**src/rtl/max_q_seq_fp_pkg.sv**
```systemverilog
// Shared definitions for the max/argmax Q-value reducer.
//   FP_W, EXP_MSB, EXP_LSB, SIGN_BIT : IEEE-754 single-precision field positions
//   FP_ZERO                          : all-zero word (+0.0)
//   state_t                          : reducer state (IDLE, ACCUM)
package max_q_seq_fp_pkg;

    localparam int FP_W     = 32;
    localparam int EXP_MSB  = 30;
    localparam int EXP_LSB  = 23;
    localparam int SIGN_BIT = 31;

    localparam logic [FP_W-1:0] FP_ZERO = '0;

    typedef enum logic {
        IDLE  = 1'b0,
        ACCUM = 1'b1
    } state_t;

endpackage

```
**src/rtl/max_q_seq_fp_if.sv**
```systemverilog
// Beat/result bundle between the Q-table read port and the max reducer.
//   i_clear  : abort partial vector
//   i_valid  : i_data carries a Q-value (no backpressure)
//   i_data   : Q-value, IEEE-754 single precision
//   o_max    : maximum of the last completed vector
//   o_idx    : action index of o_max
//   o_valid  : one-cycle pulse, o_max/o_idx are new
//   o_busy   : partial vector held
// master drives the beats, slave is the reducer.
interface max_q_seq_fp_if #(
    parameter int IDX_W = 2
);

    logic                               i_clear;
    logic                               i_valid;
    logic [max_q_seq_fp_pkg::FP_W-1:0]  i_data;
    logic [max_q_seq_fp_pkg::FP_W-1:0]  o_max;
    logic [IDX_W-1:0]                   o_idx;
    logic                               o_valid;
    logic                               o_busy;

    modport master (
        output i_clear,
        output i_valid,
        output i_data,
        input  o_max,
        input  o_idx,
        input  o_valid,
        input  o_busy
    );

    modport slave (
        input  i_clear,
        input  i_valid,
        input  i_data,
        output o_max,
        output o_idx,
        output o_valid,
        output o_busy
    );

endinterface

```
**src/rtl/max_q_seq_fp_fp_gt_cmp.sv**
```systemverilog
// Combinational IEEE-754 single-precision "a strictly greater than b".
//   a, b : operands
//   gt   : 1 when a > b
// +0 and -0 compare equal. A NaN on either side never yields gt, so a NaN
// already held as the running max is never displaced.
module fp_gt_cmp
    import max_q_seq_fp_pkg::*;
(
    input  logic [FP_W-1:0] a,
    input  logic [FP_W-1:0] b,
    output logic            gt
);

    logic [EXP_MSB:0] a_mag;
    logic [EXP_MSB:0] b_mag;
    logic             a_nan;
    logic             b_nan;

    always_comb begin
        a_mag = a[EXP_MSB:0];
        b_mag = b[EXP_MSB:0];
        a_nan = (a[EXP_MSB:EXP_LSB] == '1) && (a[EXP_LSB-1:0] != '0);
        b_nan = (b[EXP_MSB:EXP_LSB] == '1) && (b[EXP_LSB-1:0] != '0);
        gt    = 1'b0;
        if (a_nan || b_nan) begin
            gt = 1'b0;
        end else if ((a_mag == '0) && (b_mag == '0)) begin
            gt = 1'b0;
        end else if (a[SIGN_BIT] != b[SIGN_BIT]) begin
            gt = ~a[SIGN_BIT];
        end else if (!a[SIGN_BIT]) begin
            gt = (a_mag > b_mag);
        end else begin
            // both negative: smaller magnitude is the larger value
            gt = (a_mag < b_mag);
        end
    end

endmodule

```
**src/rtl/max_q_seq_fp.sv**
```systemverilog
// Sequential max/argmax reducer over the NUM_ACTIONS Q-values of one state.
// Accepts one Q-value per valid beat (action order 0..NUM_ACTIONS-1) and
// emits a registered max/index with a one-cycle o_valid pulse one cycle
// after the last beat of each vector.
//   clk    : rising-edge clock
//   rst_n  : asynchronous active-low reset
//   bus    : slave side of max_q_seq_fp_if (beats in, result/status out)
// Parameters:
//   NUM_ACTIONS : Q-values per vector, 1..16
//   IDX_W       : action index width, max(1, ceil(log2(NUM_ACTIONS)))
module max_q_seq_fp
    import max_q_seq_fp_pkg::*;
#(
    parameter int NUM_ACTIONS = 4,
    parameter int IDX_W       = 2
) (
    input  logic           clk,
    input  logic           rst_n,
    max_q_seq_fp_if.slave  bus
);

    localparam logic [IDX_W-1:0] LAST_IDX = IDX_W'(NUM_ACTIONS - 1);

    state_t            state;
    logic [IDX_W-1:0]  cnt;
    logic [FP_W-1:0]   run_max;
    logic [IDX_W-1:0]  run_idx;
    logic [FP_W-1:0]   max_q;
    logic [IDX_W-1:0]  idx_q;
    logic              valid_q;

    logic              cand_gt;
    logic [FP_W-1:0]   next_max;
    logic [IDX_W-1:0]  next_idx;

    fp_gt_cmp u_gt (
        .a  (bus.i_data),
        .b  (run_max),
        .gt (cand_gt)
    );

    // Ties keep the earlier element: only a strict win replaces it.
    always_comb begin
        next_max = run_max;
        next_idx = run_idx;
        if (cand_gt) begin
            next_max = bus.i_data;
            next_idx = cnt;
        end
    end

    always_ff @(posedge clk or negedge rst_n) begin
        if (!rst_n) begin
            state   <= IDLE;
            cnt     <= '0;
            run_max <= FP_ZERO;
            run_idx <= '0;
            max_q   <= FP_ZERO;
            idx_q   <= '0;
            valid_q <= 1'b0;
        end else begin
            valid_q <= 1'b0;
            if (bus.i_clear) begin
                // Drops any beat in this cycle; result registers untouched.
                state <= IDLE;
                cnt   <= '0;
            end else if (bus.i_valid) begin
                case (state)
                    IDLE: begin
                        if (NUM_ACTIONS == 1) begin
                            max_q   <= bus.i_data;
                            idx_q   <= '0;
                            valid_q <= 1'b1;
                        end else begin
                            run_max <= bus.i_data;
                            run_idx <= '0;
                            cnt     <= IDX_W'(1);
                            state   <= ACCUM;
                        end
                    end
                    ACCUM: begin
                        if (cnt == LAST_IDX) begin
                            max_q   <= next_max;
                            idx_q   <= next_idx;
                            valid_q <= 1'b1;
                            cnt     <= '0;
                            state   <= IDLE;
                        end else begin
                            run_max <= next_max;
                            run_idx <= next_idx;
                            cnt     <= cnt + IDX_W'(1);
                        end
                    end
                    default: begin
                        state <= IDLE;
                        cnt   <= '0;
                    end
                endcase
            end
        end
    end

    assign bus.o_max   = max_q;
    assign bus.o_idx   = idx_q;
    assign bus.o_valid = valid_q;
    assign bus.o_busy  = (state == ACCUM);

endmodule

```
**src/flat_wrapper.sv**
```systemverilog
// flat-port wrapper written by rule: the top's interface ports become plain ports
module max_q_seq_fp_flat import max_q_seq_fp_pkg::*;
#(
    parameter int NUM_ACTIONS = 4,
    parameter int IDX_W       = 2
)
  (clk, rst_n, bus_i_clear, bus_i_valid, bus_i_data, bus_o_max, bus_o_idx, bus_o_valid, bus_o_busy);
  max_q_seq_fp_if #(.IDX_W(IDX_W)) bus_i ();
  input  logic clk;
  input  logic rst_n;
  input wire logic [$bits(bus_i.i_clear)-1:0] bus_i_clear;
  input wire logic [$bits(bus_i.i_valid)-1:0] bus_i_valid;
  input wire logic [$bits(bus_i.i_data)-1:0] bus_i_data;
  output wire logic [$bits(bus_i.o_max)-1:0] bus_o_max;
  output wire logic [$bits(bus_i.o_idx)-1:0] bus_o_idx;
  output wire logic [$bits(bus_i.o_valid)-1:0] bus_o_valid;
  output wire logic [$bits(bus_i.o_busy)-1:0] bus_o_busy;
  assign bus_i.i_clear = bus_i_clear;
  assign bus_i.i_valid = bus_i_valid;
  assign bus_i.i_data = bus_i_data;
  assign bus_o_max = bus_i.o_max;
  assign bus_o_idx = bus_i.o_idx;
  assign bus_o_valid = bus_i.o_valid;
  assign bus_o_busy = bus_i.o_busy;
  max_q_seq_fp #(.NUM_ACTIONS(NUM_ACTIONS), .IDX_W(IDX_W)) u_core (.clk(clk), .rst_n(rst_n), .bus(bus_i));
endmodule
```
**config.mk**
```make
export PLATFORM = sky130hd
export DESIGN_NAME = max_q_seq_fp_flat
export DESIGN_NICKNAME = d
export VERILOG_FILES = /design/src/rtl/max_q_seq_fp_pkg.sv /design/src/rtl/max_q_seq_fp_if.sv /design/src/rtl/max_q_seq_fp_fp_gt_cmp.sv /design/src/rtl/max_q_seq_fp.sv /design/src/flat_wrapper.sv
export SDC_FILE = /design/constraint.sdc
export NUM_CORES = 1
export LEC_CHECK = 0
export ABC_AREA = 1
export BUFFER_PORTS_ARGS = -buffer_cell sky130_fd_sc_hd__buf_2
export CAP_MARGIN = 20
export CORE_UTILIZATION = 55
export CTS_CLUSTER_SIZE = 30
export DETAILED_ROUTE_END_ITERATION = 10
export PLACE_DENSITY_LB_ADDON = 0.15
export SYNTH_ARGS = -nofsm -noshare
export SYNTH_HDL_FRONTEND = slang
export SYNTH_SLANG_ARGS = --single-unit
export TNS_END_PERCENT = 30
```
**constraint.sdc**
```tcl
create_clock -name clk -period 6.4 [get_ports clk]
set_input_delay 0.32 -clock clk [delete_from_list [all_inputs] [get_ports clk]]
set_output_delay 0.32 -clock clk [all_outputs]
set_load 0.01 [all_outputs]
```
Yosys cells after proc, flatten, opt, wreduce, memory -nomap -nowiden. Cells that the tools add are included.

Reductions and logical operators: 11. Muxes and demuxes: 22. Equal/unequal tests: 5. $lt $le $gt $ge: 2. Add/sub/neg operators: 1. Bitwise logic cells: 3.

Operators by type and width (count): 32-bit two-way mux (2); 32-bit one-hot mux with 2 select lines (1); 31-bit zero test (2); 23-bit nonzero test (2); 31-bit > comparator (1); 31-bit < comparator (1); 8-bit equality test (second input constant) (2); 1-bit two-way mux (11); 2-bit two-way mux (5); 2-bit one-hot mux with 2 select lines (2); 4-bit AND reduction (1); 1-bit logical AND (3); 1-bit NOT (3); 3-bit AND reduction (1); 2-bit by 1-bit adder with 2-bit output (second input constant) (1); 2-bit equality test (second input constant) (1); 2-bit != test (second input constant) (1); 1-bit one-hot mux with 2 select lines (1); 2-bit nonzero test (1); 1-bit logical OR (1); 1-bit != test (1).

Register bits after elaboration: 72. Output and inout port bits: 36. Word-level logic and storage cells: 51.

Logic depth before layout (Yosys ltp). Gate-level depths: netlist of the first run.

Word-level depth: 8. Mapped depth: 19.

By module. A second synthesis of the first run with hierarchy kept.

Cell total of the unflattened synthesis: 720. Area, all modules: 4954.8 µm².

Modules (own cells, without submodules): max_q_seq_fp (instances 1, area each 3721.1 µm², cells an instance 491); fp_gt_cmp (instances 1, area each 1233.7 µm², cells an instance 229).

Least setup slack after synthesis of the first run. No wires, ideal clock.

Path kind: reg-to-reg. Start point: reg u_core.run_max[30]. End point: reg u_core.run_max[18]. Required time: 6283 ps. Clock period less this slack: 2058 ps. Arrival time: 1941 ps. Path slack: 4342 ps. Library setup time: 117 ps. Stages on the path, launching flop included: 15. Cells stage by stage: dfrtp_1 inv_1 ha_1 a21o_1 nor2_1 nand2_1 a21oi_1 nand2_2 a21oi_4 nand2_4 buf_6 nand2_1 nand3_1 nand2_1 nand2_1.

Cells in the longest elaborated chain, start to end: 8. Elaborated cells between the ends (all ways): 14. Those cells by class: order compare (2); eq/ne (1); mux (7); reduce/logical (4).

Ends and longest elaborated chain: from (decl) (RTL line max_q_seq_fp.sv:26) `logic [FP_W-1:0] run_max;`; from (signal assigned) (RTL line max_q_seq_fp.sv:75) `run_max <= bus.i_data;`; from (signal assigned) (RTL line max_q_seq_fp.sv:89) `run_max <= next_max;`; 31-bit > comparator or 31-bit < comparator (tied branches) (RTL line max_q_seq_fp_fp_gt_cmp.sv:32, max_q_seq_fp_fp_gt_cmp.sv:35); 1-bit two-way mux (RTL line max_q_seq_fp_fp_gt_cmp.sv:31) `end else if (!a[SIGN_BIT]) begin`; 1-bit two-way mux (RTL line max_q_seq_fp_fp_gt_cmp.sv:29) `end else if (a[SIGN_BIT] != b[SIGN_BIT]) begin`; 1-bit two-way mux (RTL line max_q_seq_fp_fp_gt_cmp.sv:27) `end else if ((a_mag == '0) && (b_mag == '0)) begin`; 1-bit two-way mux (*) (RTL line max_q_seq_fp_fp_gt_cmp.sv:25) `if (a_nan || b_nan) begin`; 32-bit two-way mux (*) (RTL line max_q_seq_fp.sv:46) `if (cand_gt) begin`; 32-bit two-way mux (*) (RTL line max_q_seq_fp.sv:82) `if (cnt == LAST_IDX) begin`; 32-bit one-hot mux with 2 select lines (*) (RTL line max_q_seq_fp.sv:68) `case (state)`.

Every way passes the cells marked *; elsewhere a longest branch is shown, timed or not. The select of a mux whose other input is x is not followed. A chain may end at the register's enable or synchronous reset.

Worst setup path in the final report of the first run.
Start point: reg u_core.run_max[30]. End point: reg u_core.run_max[19].

The elaborated chain is that of the path after synthesis.

==> flow_metrics.env, run 1 <==
export IMPL_r2r_worst_path_cells=13
export IMPL_die_h_um=96.8
export IMPL_seq_area_frac_synth_pct=36.5
export IMPL_clock_tree_from_tritoncts="done"
export IMPL_post_cts_repair_setup_buffers=0
export IMPL_detail_route_wirelength_mm=12.0
export IMPL_core_rowCount=34
export IMPL_grt_first_pass_wirelength_mm=20.5
export IMPL_finalHoldViolations=0
export IMPL_unrepaired_setup_endpoints_after_global_routing="false"
export IMPL_leakage_nw=3.27
export IMPL_port_buf_inserts=71
export IMPL_max_cap_violations=0
export IMPL_timing_final_crit_share_pct=52.4
export IMPL_critical_path_reg2reg_startpoint="u_core.run_max[30]$_DFFE_PN0P_"
export IMPL_path_max_fanout=34
export IMPL_layout_area_overhead_vs_synth_pct=12.3
export IMPL_grt_total_usage_pct=26.4
export IMPL_dominantRegCellSynth="dfrtp_1"
export IMPL_antenna_violating_nets_left=0
export IMPL_total_i_o_pin_count=72
export IMPL_worstHoldPathType="primary input to asynchronous set/reset pin"
export IMPL_report_final_slew_viol_count=0
export IMPL_power_density_mw_per_mm2=250
export IMPL_outcome="completed"
export IMPL_wl_per_cell_um=13.1
export IMPL_max_vdd_ir_drop_mv=0.115
export IMPL_clock_tree_buffer_depth=2
export IMPL_htree_num_levels=3
export IMPL_drtIter0Drc=235
export IMPL_netlist_area_mm2=0.00494
export IMPL_synth_async_sr_flop_share_pct=100
export IMPL_clock_sinks=72
export IMPL_dp_final_hpwl_mm=8.06
export IMPL_num_antenna_cells=0
export IMPL_clk_pin_slew_worst_paths_ns=0.08
export IMPL_core_mm2=0.00872
export IMPL_endpoint_kind="register"
export IMPL_layout_commonest_cell="nand2_1"
export IMPL_synth_seq_cells=72
export IMPL_cts_resized=0
export IMPL_cp_arrival_ns=3.59
export IMPL_drive_gt1_share_pct=15.0
export IMPL_r2r_slack_ns=3.05
export IMPL_finish_net_count=868
export IMPL_design_die_area_mm2=0.00936
export IMPL_avgViaCountPerCell=5.26
export IMPL_pin_count_of_the_biggest_net_entering_global_routing=73
export IMPL_regToRegEndpoint="u_core.run_max[19]$_DFFE_PN0P_"
export IMPL_grt_overflow=0
export IMPL_clkLatencyLatePin_ns=0.35
export IMPL_syn_num_nets=810
export IMPL_cp_required_ns=6.64
export IMPL_netlist_cell_type_count=22
export IMPL_die_x_um=96.8
export IMPL_post_layout_minimum_cycle_time_ns=3.35
export IMPL_tritoncts_num_buffers=9
export IMPL_setup_viol_count_final=0
export IMPL_critical_path_class="register to register"
export IMPL_synth_enable_flop_cells=0
export IMPL_setup_tns_ns=0
export IMPL_worstMarginPinSlew_ns=0.985
export IMPL_layout_cell_area_non_filler_mm2=0.00554
export IMPL_ys_warnings_count=0
export IMPL_maxClockFrequency_mhz=298
export IMPL_placedInstanceArea_mm2=0.00532
export IMPL_fin_skew_ns=0.0157
export IMPL_floorplan_initialDensity_pct=56.6
export IMPL_worst_max_slew_margin_expressed_relative_to_the_limit_pct=34.2
export IMPL_postSynthAreaPerCell_um2=6.66
export IMPL_setup_worst_path_start_class="register"
export IMPL_hold_worst_slack_ns=0.193
export IMPL_layout_cells_most_common_list="nand2_1, nand3_1, inv_1"
export IMPL_post_route_drc=0
export IMPL_final_instance_count_excl_fill=913
export IMPL_number_of_antenna_violations_at_the_first_check_in_global_routing=0
export IMPL_num_vias=4802
export IMPL_post_cts_hold_buffer_count=0
export IMPL_clock_tree_root_cell="clkbuf_8"
export IMPL_dp_cells=896
export IMPL_vias_in_the_first_global_route=4619
export IMPL_place_congestion=0.846
export IMPL_dr_pass1_iters=4
export IMPL_synthesis_instances=742
Yosys cell counts (2+ instances only):
master,n,share of area [%]
a21o_1,2,0.30
a21oi_1,30,3.0
buf_2,3,0.30
buf_4,6,0.91
buf_6,3,0.68
clkbuf_1,17,1.3
dfrtp_1,72,36
ha_1,32,8.1
inv_1,78,5.9
nand2_1,296,22
nand2_2,24,3.0
nand2_4,2,0.46
nand3_1,92,9.3
nand4_1,10,1.3
nor2_1,61,4.6
nor2_2,2,0.25
nor3_1,2,0.20
o21ai_0,6,0.61
critical path: stages, from the launching register on:
cell	delay [ns]
dfrtp_1	0.42
inv_1	0.08
ha_1	0.32
a21o_1	0.19
nor2_1	0.11
nand2_1	0.06
a21oi_1	0.15
nand2_2	0.10
a21oi_4	0.78
nand2_4	0.56
nand2_1	0.22
nand3_1	0.10
nand2_1	0.09
nand2_1	0.05
final cells by class:
cell class	instances	area (um2)
multi-input combinational	562	2690
clock inverter	5	81.3
timing repair buffer	76	413
inverter	79	297
sequential	72	1800
fill	822	3180
clock buffer	11	131
tap	108	135
through the flow:
| stage | utilization [%] | power, mW | worst slack, ns |
|---|---|---|---|
| after floorplan | - | 0.889 | 4.34 |
| after detailed placement | 61.0 | 0.990 | 3.09 |
| final | 63.6 | 1.39 | 3.05 |
| after CTS | 63.4 | 1.40 | 3.07 |
| after global routing | 63.6 | 1.48 | 2.74 |
| after global placement | 60.7 | 0.973 | 3.18 |
sequential cells by signal (all words and copies together), names as in the netlist:
name	count
u_core.bus.o_valid	1
u_core.bus.o_idx	2
u_core.run_idx	2
u_core.run_max	32
u_core.bus.o_max	32
u_core.cnt	2
u_core.bus.o_busy	1
worst max-delay path by stage:
stage	startpoint	to	slack, ns	cells past startpoint
6_report	u_core.run_max[30]$_DFFE_PN0P_	u_core.run_max[19]$_DFFE_PN0P_	3.05	13
2_1_floorplan	u_core.run_max[30]$_DFFE_PN0P_	u_core.run_max[18]$_DFFE_PN0P_	4.34	14
4_1_cts	u_core.run_max[16]$_DFFE_PN0P_	u_core.run_max[18]$_DFFE_PN0P_	3.07	16
5_1_grt	u_core.run_max[16]$_DFFE_PN0P_	u_core.run_max[18]$_DFFE_PN0P_	2.74	16
3_3_place_gp	bus_i_data[30]	u_core.run_max[18]$_DFFE_PN0P_	3.18	13
3_5_place_dp	u_core.run_max[16]$_DFFE_PN0P_	u_core.run_max[18]$_DFFE_PN0P_	3.09	16
power by group:
group	switching (mW)	leakage (nW)	internal, mW
Sequential	0.0461	0.944	0.500
Combinational	0.288	2.22	0.150
Clock	0.184	0.104	0.220
Total	0.518	3.27	0.870
metal layers:
layer,vias up,track usage [%],wire (um),part of all wire [%]
met5,-,0,0,0
met4,0,10.8,174,1.5
li1,2441,-,-,-
met1,2233,33.1,5490,46
met3,15,3.61,431,3.6
met2,113,45.7,5900,49
cell families (layout without fill, tap and decap cells):
| group | after synthesis | after routing | share of synthesized area, % |
|---|---|---|---|
| flip-flops | 72 | 72 | 36.5 |
| AND/OR/NAND/NOR | 490 | 490 | 41.8 |
| AO/OA/AOI/OAI | 40 | 40 | 4.41 |
| buffers and inverters | 108 | 171 | 9.20 |
| adder cells (fa/ha/maj) | 32 | 32 | 8.11 |
Note: power is estimated with default switching activity, not from simulation.
==> inputs of run 2 (changes only) <==
==> constraint.sdc (replaced) <==
create_clock -name clk -period 3.2 [get_ports clk]
set_input_delay 0.16 -clock clk [delete_from_list [all_inputs] [get_ports clk]]
set_output_delay 0.16 -clock clk [all_outputs]
set_load 0.01 [all_outputs]
==> flow_metrics.env, run 2 (synthesis results as in run 1) <==
export IMPL_outcome="completed"
export IMPL_number_of_antenna_violations_at_the_first_check_in_global_routing=0
export IMPL_layout_cell_area_non_filler_mm2=0.00556
export IMPL_p_seq_share_pct=39.7
export IMPL_num_fill_cells=798
export IMPL_dp_cells=899
export IMPL_finish_net_count=871
export IMPL_cp_arrival_ns=3.09
export IMPL_core_rowCount=34
export IMPL_antenna_violating_nets_left=0
export IMPL_floorplan_initialDensity_pct=56.6
export IMPL_avgViaCountPerCell=5.27
export IMPL_report_final_slew_viol_count=0
export IMPL_layout_cells_most_common_list="nand2_1, nand3_1, inv_1"
export IMPL_cp_required_ns=3.46
export IMPL_fin_skew_ns=0.00706
export IMPL_setup_ws_ns=0.365
export IMPL_port_buf_inserts=71
export IMPL_layout_area_overhead_vs_synth_pct=12.5
export IMPL_max_vdd_ir_drop_mv=0.249
export IMPL_p_sw_share_pct=38.0
export IMPL_tritoncts_num_buffers=9
export IMPL_dp_final_hpwl_mm=8.55
export IMPL_power_total_mw=2.75
export IMPL_netSwitchingPower_mw=1.05
export IMPL_wl_per_cell_um=13.4
export IMPL_maxClockFrequency_mhz=353
export IMPL_dr_pass1_iters=5
export IMPL_power_internal_mw=1.71
export IMPL_drive_gt1_share_pct=15.5
export IMPL_timing_final_crit_share_pct=88.6
export IMPL_grt_use_met1_pct=35.3
export IMPL_final_instance_count_excl_fill=916
export IMPL_multiInputGateArea_mm2=0.00269
export IMPL_post_layout_utilization_of_the_core_pct=63.7
export IMPL_endpoint_kind="register"
export IMPL_clock_tree_buffer_depth=2
export IMPL_detail_route_wirelength_mm=12.3
export IMPL_pin_count_of_the_biggest_net_entering_global_routing=49
export IMPL_setup_tns_ns=0
export IMPL_worst_max_slew_margin_expressed_relative_to_the_limit_pct=42.4
export IMPL_clock_tree_from_tritoncts="done"
export IMPL_place_worst_setup_slack_ns=0.441
export IMPL_global_routing_met2_resource_utilization_pct=47.5
export IMPL_max_cap_violations=0
export IMPL_setup_worst_path_start_class="register"
export IMPL_setup_viol_count_final=0
export IMPL_drtIter0Drc=238
export IMPL_num_vias=4829
export IMPL_power_density_mw_per_mm2=496
export IMPL_leakage_nw=3.28
export IMPL_critical_path_class="register to register"
export IMPL_vias_in_the_first_global_route=4618
export IMPL_place_congestion=0.884
export IMPL_unrepaired_setup_endpoints_after_global_routing="false"
export IMPL_htree_num_levels=3
export IMPL_hold_worst_slack_ns=0.0921
export IMPL_design_die_area_mm2=0.00936
export IMPL_worstMarginPinSlew_ns=0.864
export IMPL_clk_pin_slew_worst_paths_ns=0.08
export IMPL_met3_usage_pct=5.49
export IMPL_grt_total_usage_pct=27.7
export IMPL_clkLatencyLatePin_ns=0.37
export IMPL_layout_commonest_cell="nand2_1"
export IMPL_finalHoldViolations=0
export IMPL_clock_power_share_pct=27.8
export IMPL_total_i_o_pin_count=72
export IMPL_grt_first_pass_wirelength_mm=21.1
export IMPL_die_x_um=96.8
export IMPL_worstHoldPathType="primary input to register"
export IMPL_die_h_um=96.8
export IMPL_clock_tree_root_cell="clkbuf_8"
export IMPL_clock_sinks=72
export IMPL_num_antenna_cells=0
export IMPL_core_mm2=0.00872
export IMPL_power_share_combinational_pct=32.5
export IMPL_most_congested_layer_reported_by_global_routing="met2"
export IMPL_placedInstanceArea_mm2=0.00534
export IMPL_grt_overflow=0
export IMPL_ff_latch_area_mm2=0.00180
export IMPL_post_route_drc=0
export IMPL_post_layout_minimum_cycle_time_ns=2.84
export IMPL_path_max_fanout=33
[run 2: final cells by class]
class | instances | area share, %
multi-input combinational | 562 | 48.3
sequential | 72 | 32.4
timing repair buffer | 79 | 7.75
inverter | 79 | 5.34
clock buffer | 11 | 2.73
tap | 108 | 2.43
clock inverter | 5 | 0.991
[run 2: power by group through the flow]
stage          Combinational, mW  Sequential (mW)  Clock [mW]
2_1_floorplan              0.684             1.09           0
3_3_place_gp               0.864             1.10           0
3_5_place_dp               0.887             1.11           0
4_1_cts                    0.895             1.09       0.779
5_1_grt                     1.03             1.10       0.812
6_report                   0.894             1.09       0.766
[run 2: path summary, 6_finish.rpt]
path,slack [ns],start,cells past startpoint,end
worst max-delay path,0.36,u_core.run_max[30]$_DFFE_PN0P_,13,u_core.run_max[20]$_DFFE_PN0P_
worst min-delay path,0.09,bus_i_clear,3,u_core.cnt[1]$_DFFE_PN0P_
worst max register to register,0.36,u_core.run_max[30]$_DFFE_PN0P_,13,u_core.run_max[20]$_DFFE_PN0P_
worst min register to register,0.47,u_core.bus.o_max[7]$_DFFE_PN0P_,2,u_core.bus.o_max[7]$_DFFE_PN0P_
max in group asynchronous,2.07,rst_n,3,u_core.bus.o_busy$_DFFE_PN0P_
min in group asynchronous,0.44,rst_n,2,u_core.run_max[14]$_DFFE_PN0P_
[run 2: what timing repair did]
item                                   CTS  global route
endpoints found under the hold margin   35             0
buffers inserted                         0             0
hold buffers                             1             0
gates resized for setup                  0             0
[run 2: worst max-delay path, cell delays in order, from the launching register on]
cell and delay, ns:
dfrtp_1 0.43, inv_1 0.08, ha_1 0.31, a21o_1 0.19
nor2_1 0.12, nand2_1 0.07, a21oi_1 0.15, nand2_2 0.11
a21oi_4 0.38, nand2_4 0.43, nand2_1 0.22, nand3_1 0.10
nand2_1 0.09, nand2_1 0.05
[run 2: routing by layer]
layer | up-vias | wire length (um)
li1 | 2446 | -
met1 | 2241 | 5520
met2 | 127 | 6000
met3 | 15 | 607
met4 | 0 | 140
met5 | - | 0
==> inputs of run 3 (changes only) <==
--- a/config.mk
+++ b/config.mk
@@ -5,7 +5,6 @@
 export SDC_FILE = /design/constraint.sdc
 export NUM_CORES = 1
 export LEC_CHECK = 0
-export ABC_AREA = 1
 export BUFFER_PORTS_ARGS = -buffer_cell sky130_fd_sc_hd__buf_2
 export CAP_MARGIN = 20
 export CORE_UTILIZATION = 55
@@ -14,5 +13,6 @@
 export PLACE_DENSITY_LB_ADDON = 0.15
 export SYNTH_ARGS = -nofsm -noshare
 export SYNTH_HDL_FRONTEND = slang
+export SYNTH_HIERARCHICAL = 1
 export SYNTH_SLANG_ARGS = --single-unit
 export TNS_END_PERCENT = 30
==> constraint.sdc (replaced) <==
create_clock -name clk -period 2.9 [get_ports clk]
set_input_delay 0.145 -clock clk [delete_from_list [all_inputs] [get_ports clk]]
set_output_delay 0.145 -clock clk [all_outputs]
set_load 0.01 [all_outputs]
==> flow_metrics.env, run 3 <==
export IMPL_outcome="finished, violations left"
export IMPL_violations_in_the_final_reports="hold timing, setup timing"
export IMPL_clock_tree_root_cell="clkbuf_8"
export IMPL_grt_total_usage_pct=25.6
export IMPL_route_met3_wl_um=578
export IMPL_layout_cells_most_common_list="dfrtp_1, buf_2, nand2_1"
export IMPL_report_final_slew_viol_count=0
export IMPL_r2r_slack_ns=-0.08
export IMPL_dr_pass1_iters=4
export IMPL_timing_critical_path_slowest_cell_delay_ns=0.39
export IMPL_place_congestion=0.804
export IMPL_postSynthAreaPerCell_um2=10.4
export IMPL_synthTopCellsByArea="dfrtp_1, ha_1, mux2i_1, mux2_2, o21ai_0"
export IMPL_detail_route_wirelength_mm=10.7
export IMPL_netlist_cell_type_count=37
export IMPL_routed_top_layer="met4"
export IMPL_worstHoldPathType="primary input to asynchronous set/reset pin"
export IMPL_synthesis_instances=390
export IMPL_post_synth_top_count_cell="dfrtp_1"
export IMPL_antenna_violating_nets_left=0
export IMPL_clock_sinks=72
export IMPL_clkLatencyLatePin_ns=0.35
export IMPL_clock_tree_from_tritoncts="done"
export IMPL_synth_enable_flop_cells=0
export IMPL_worst_max_slew_margin_expressed_relative_to_the_limit_pct=37.9
export IMPL_power_density_mw_per_mm2=625
export IMPL_seq_area_frac_synth_pct=44.4
export IMPL_yosys_area_top_type="dfrtp_1"
export IMPL_drtIter0Drc=231
export IMPL_critical_path_reg2reg_startpoint="u_core/run_max[4]$_DFFE_PN0P_"
export IMPL_path_max_fanout=8
export IMPL_leakage_nw=2.76
export IMPL_avgViaCountPerCell=5.70
export IMPL_max_vdd_ir_drop_mv=0.319
export IMPL_setup_tns_ns=-1.57
export IMPL_layout_area_overhead_vs_synth_pct=31.9
export IMPL_pin_count_of_the_biggest_net_entering_global_routing=73
export IMPL_syn_num_nets=458
export IMPL_unrepaired_setup_endpoints_after_global_routing="true"
export IMPL_port_buf_inserts=71
export IMPL_dp_cells=574
export IMPL_cp_cell_sequence="inv_2 > ha_4 > a211oi_2 > nor2_1 > o31ai_1 > o211ai_1 > a21oi_2 > mux2i_4 > nand2b_4 > a21oi_4 > buf_12 > clkbuf_16 > mux2_2"
export IMPL_hold_worst_slack_ns=-0.00155
export IMPL_synth_top_cell_area_share_pct=44.4
export IMPL_max_cap_violations=0
export IMPL_endpoint_kind="register"
export IMPL_die_h_um=87.9
export IMPL_timing_critical_path_buf_inv=3
export IMPL_finish_net_count=573
export IMPL_clk_pin_slew_worst_paths_ns=0.08
export IMPL_die_x_um=87.9
export IMPL_ys_warnings_count=6
export IMPL_synth_async_sr_flop_share_pct=100
export IMPL_cp_slowest_cell="dfrtp_1"
export IMPL_critical_path_class="register to register"
export IMPL_cpLargestDelayFamily="compound AO/OA/AOI/OAI gates"
export IMPL_num_vias=3454
export IMPL_design_die_area_mm2=0.00772
export IMPL_r2r_worst_path_cells=13
export IMPL_drive_gt1_share_pct=35.9
export IMPL_routedLengthMet1_mm=4.53
export IMPL_detailroute_wirelength_met2_mm=5.20
export IMPL_htree_num_levels=3
export IMPL_wl_per_cell_um=17.6
export IMPL_number_of_antenna_violations_at_the_first_check_in_global_routing=0
export IMPL_multiInputGateArea_mm2=0.00221
export IMPL_post_route_drc=0
export IMPL_clock_tree_buffer_depth=2
export IMPL_setup_worst_path_start_class="register"
export IMPL_vias_in_the_first_global_route=3171
export IMPL_grt_overflow=0
export IMPL_cp_required_ns=3.14
export IMPL_post_synth_most_frequent_cells="dfrtp_1, nand2_1, o21ai_0"
export IMPL_layout_commonest_cell="dfrtp_1"
export IMPL_finalHoldViolations=4
export IMPL_setup_ws_ns=-0.0768
export IMPL_regToRegEndpoint="u_core/run_max[22]$_DFFE_PN0P_"
export IMPL_tritoncts_num_buffers=9
export IMPL_worstMarginPinSlew_ns=0.931
export IMPL_maxClockFrequency_mhz=336
export IMPL_ff_latch_area_mm2=0.00180
export IMPL_synth_seq_cells=72
export IMPL_dp_final_hpwl_mm=6.65
export IMPL_timing_final_crit_share_pct=103
export IMPL_core_rowCount=30
export IMPL_grt_first_pass_wirelength_mm=15.0
export IMPL_final_instance_count_excl_fill=606
export IMPL_setup_viol_count_final=47
export IMPL_floorplan_initialDensity_pct=58.4
export IMPL_post_layout_minimum_cycle_time_ns=2.98
export IMPL_fin_skew_ns=0.00919
export IMPL_num_fill_cells=461
export IMPL_place_worst_setup_slack_ns=-0.161
export IMPL_core_mm2=0.00694
export IMPL_dominantRegCellSynth="dfrtp_1"
export IMPL_netlist_area_mm2=0.00406
export IMPL_num_antenna_cells=0
export IMPL_cp_arrival_ns=3.22
export IMPL_total_i_o_pin_count=72
==> run 3: power breakdown <==
part           total, mW  switching [mW]  internal (mW)
logic               1.35           0.611          0.736
clock network      0.773           0.379          0.394
registers           1.22          0.0947           1.13
==> run 3: how the worst max path moves through the flow <==
stage | startpoint | endpoint | slack, ns | depth (start not counted)
6_report | u_core/run_max[4]$_DFFE_PN0P_ | u_core/run_max[22]$_DFFE_PN0P_ | -0.08 | 13
3_3_place_gp | u_core/run_max[4]$_DFFE_PN0P_ | u_core/run_idx[1]$_DFFE_PN0P_ | -0.06 | 13
4_1_cts | u_core/run_max[4]$_DFFE_PN0P_ | u_core/run_idx[0]$_DFFE_PN0P_ | -0.003 | 13
2_1_floorplan | u_core/run_max[28]$_DFFE_PN0P_ | u_core/run_max[10]$_DFFE_PN0P_ | 0.16 | 13
5_1_grt | u_core/run_max[4]$_DFFE_PN0P_ | u_core/run_max[22]$_DFFE_PN0P_ | -0.20 | 13
3_5_place_dp | u_core/run_max[4]$_DFFE_PN0P_ | u_core/run_idx[0]$_DFFE_PN0P_ | -0.16 | 13
==> run 3: cell families after synthesis <==
| group | synth area share [%] |
|---|---|
| muxes | 17.5 |
| AOI/OAI and AO/OA | 9.10 |
| and+or+nand+nor | 13.6 |
| adders and majority gates | 9.87 |
| buffers and inverters | 5.52 |
| DFF | 44.4 |
==> run 3: timing repair <==
item	CTS	global route
pin swaps	3	8
setup endpoints to repair	50	63
hold buffers	1	0
gates cloned	0	5
setup buffers	0	10
hold endpoints to repair	2	0
gates resized for setup	2	61
==> run 3: per-stage QoR <==
| stage | power (mW) | cell area, um2 | hold WS (ns) | util (%) |
|---|---|---|---|---|
| after floorplan | 1.84 | 4060 | -0.151 | - |
| after global placement | 2.20 | 4740 | 0.370 | 68.3 |
| after detailed placement | 2.24 | 4740 | 0.369 | 68.3 |
| after CTS | 3.02 | 4940 | 0.0438 | 71.1 |
| after global routing | 3.51 | 5350 | 0.0694 | 77.1 |
| final | 3.34 | 5350 | -0.00155 | 77.1 |
==> run 3: final cells by class <==
| cell class | count | share of cell area, % |
|---|---|---|
| multi-input cells | 269 | 41.4 |
| inverters | 33 | 2.31 |
| flip-flops and latches | 72 | 33.7 |
| well taps | 96 | 2.24 |
| clock inverters | 4 | 0.842 |
| clock buffers | 12 | 2.53 |
| repair buffers | 120 | 17.0 |
==> run 3: layer usage <==
metal  vias to the layer above  global-route usage [%]
met5                         -                       0
met4                         0                    8.35
met3                        31                    4.90
met2                       122                    42.3
met1                      1680                    33.9
li1                       1621                       -
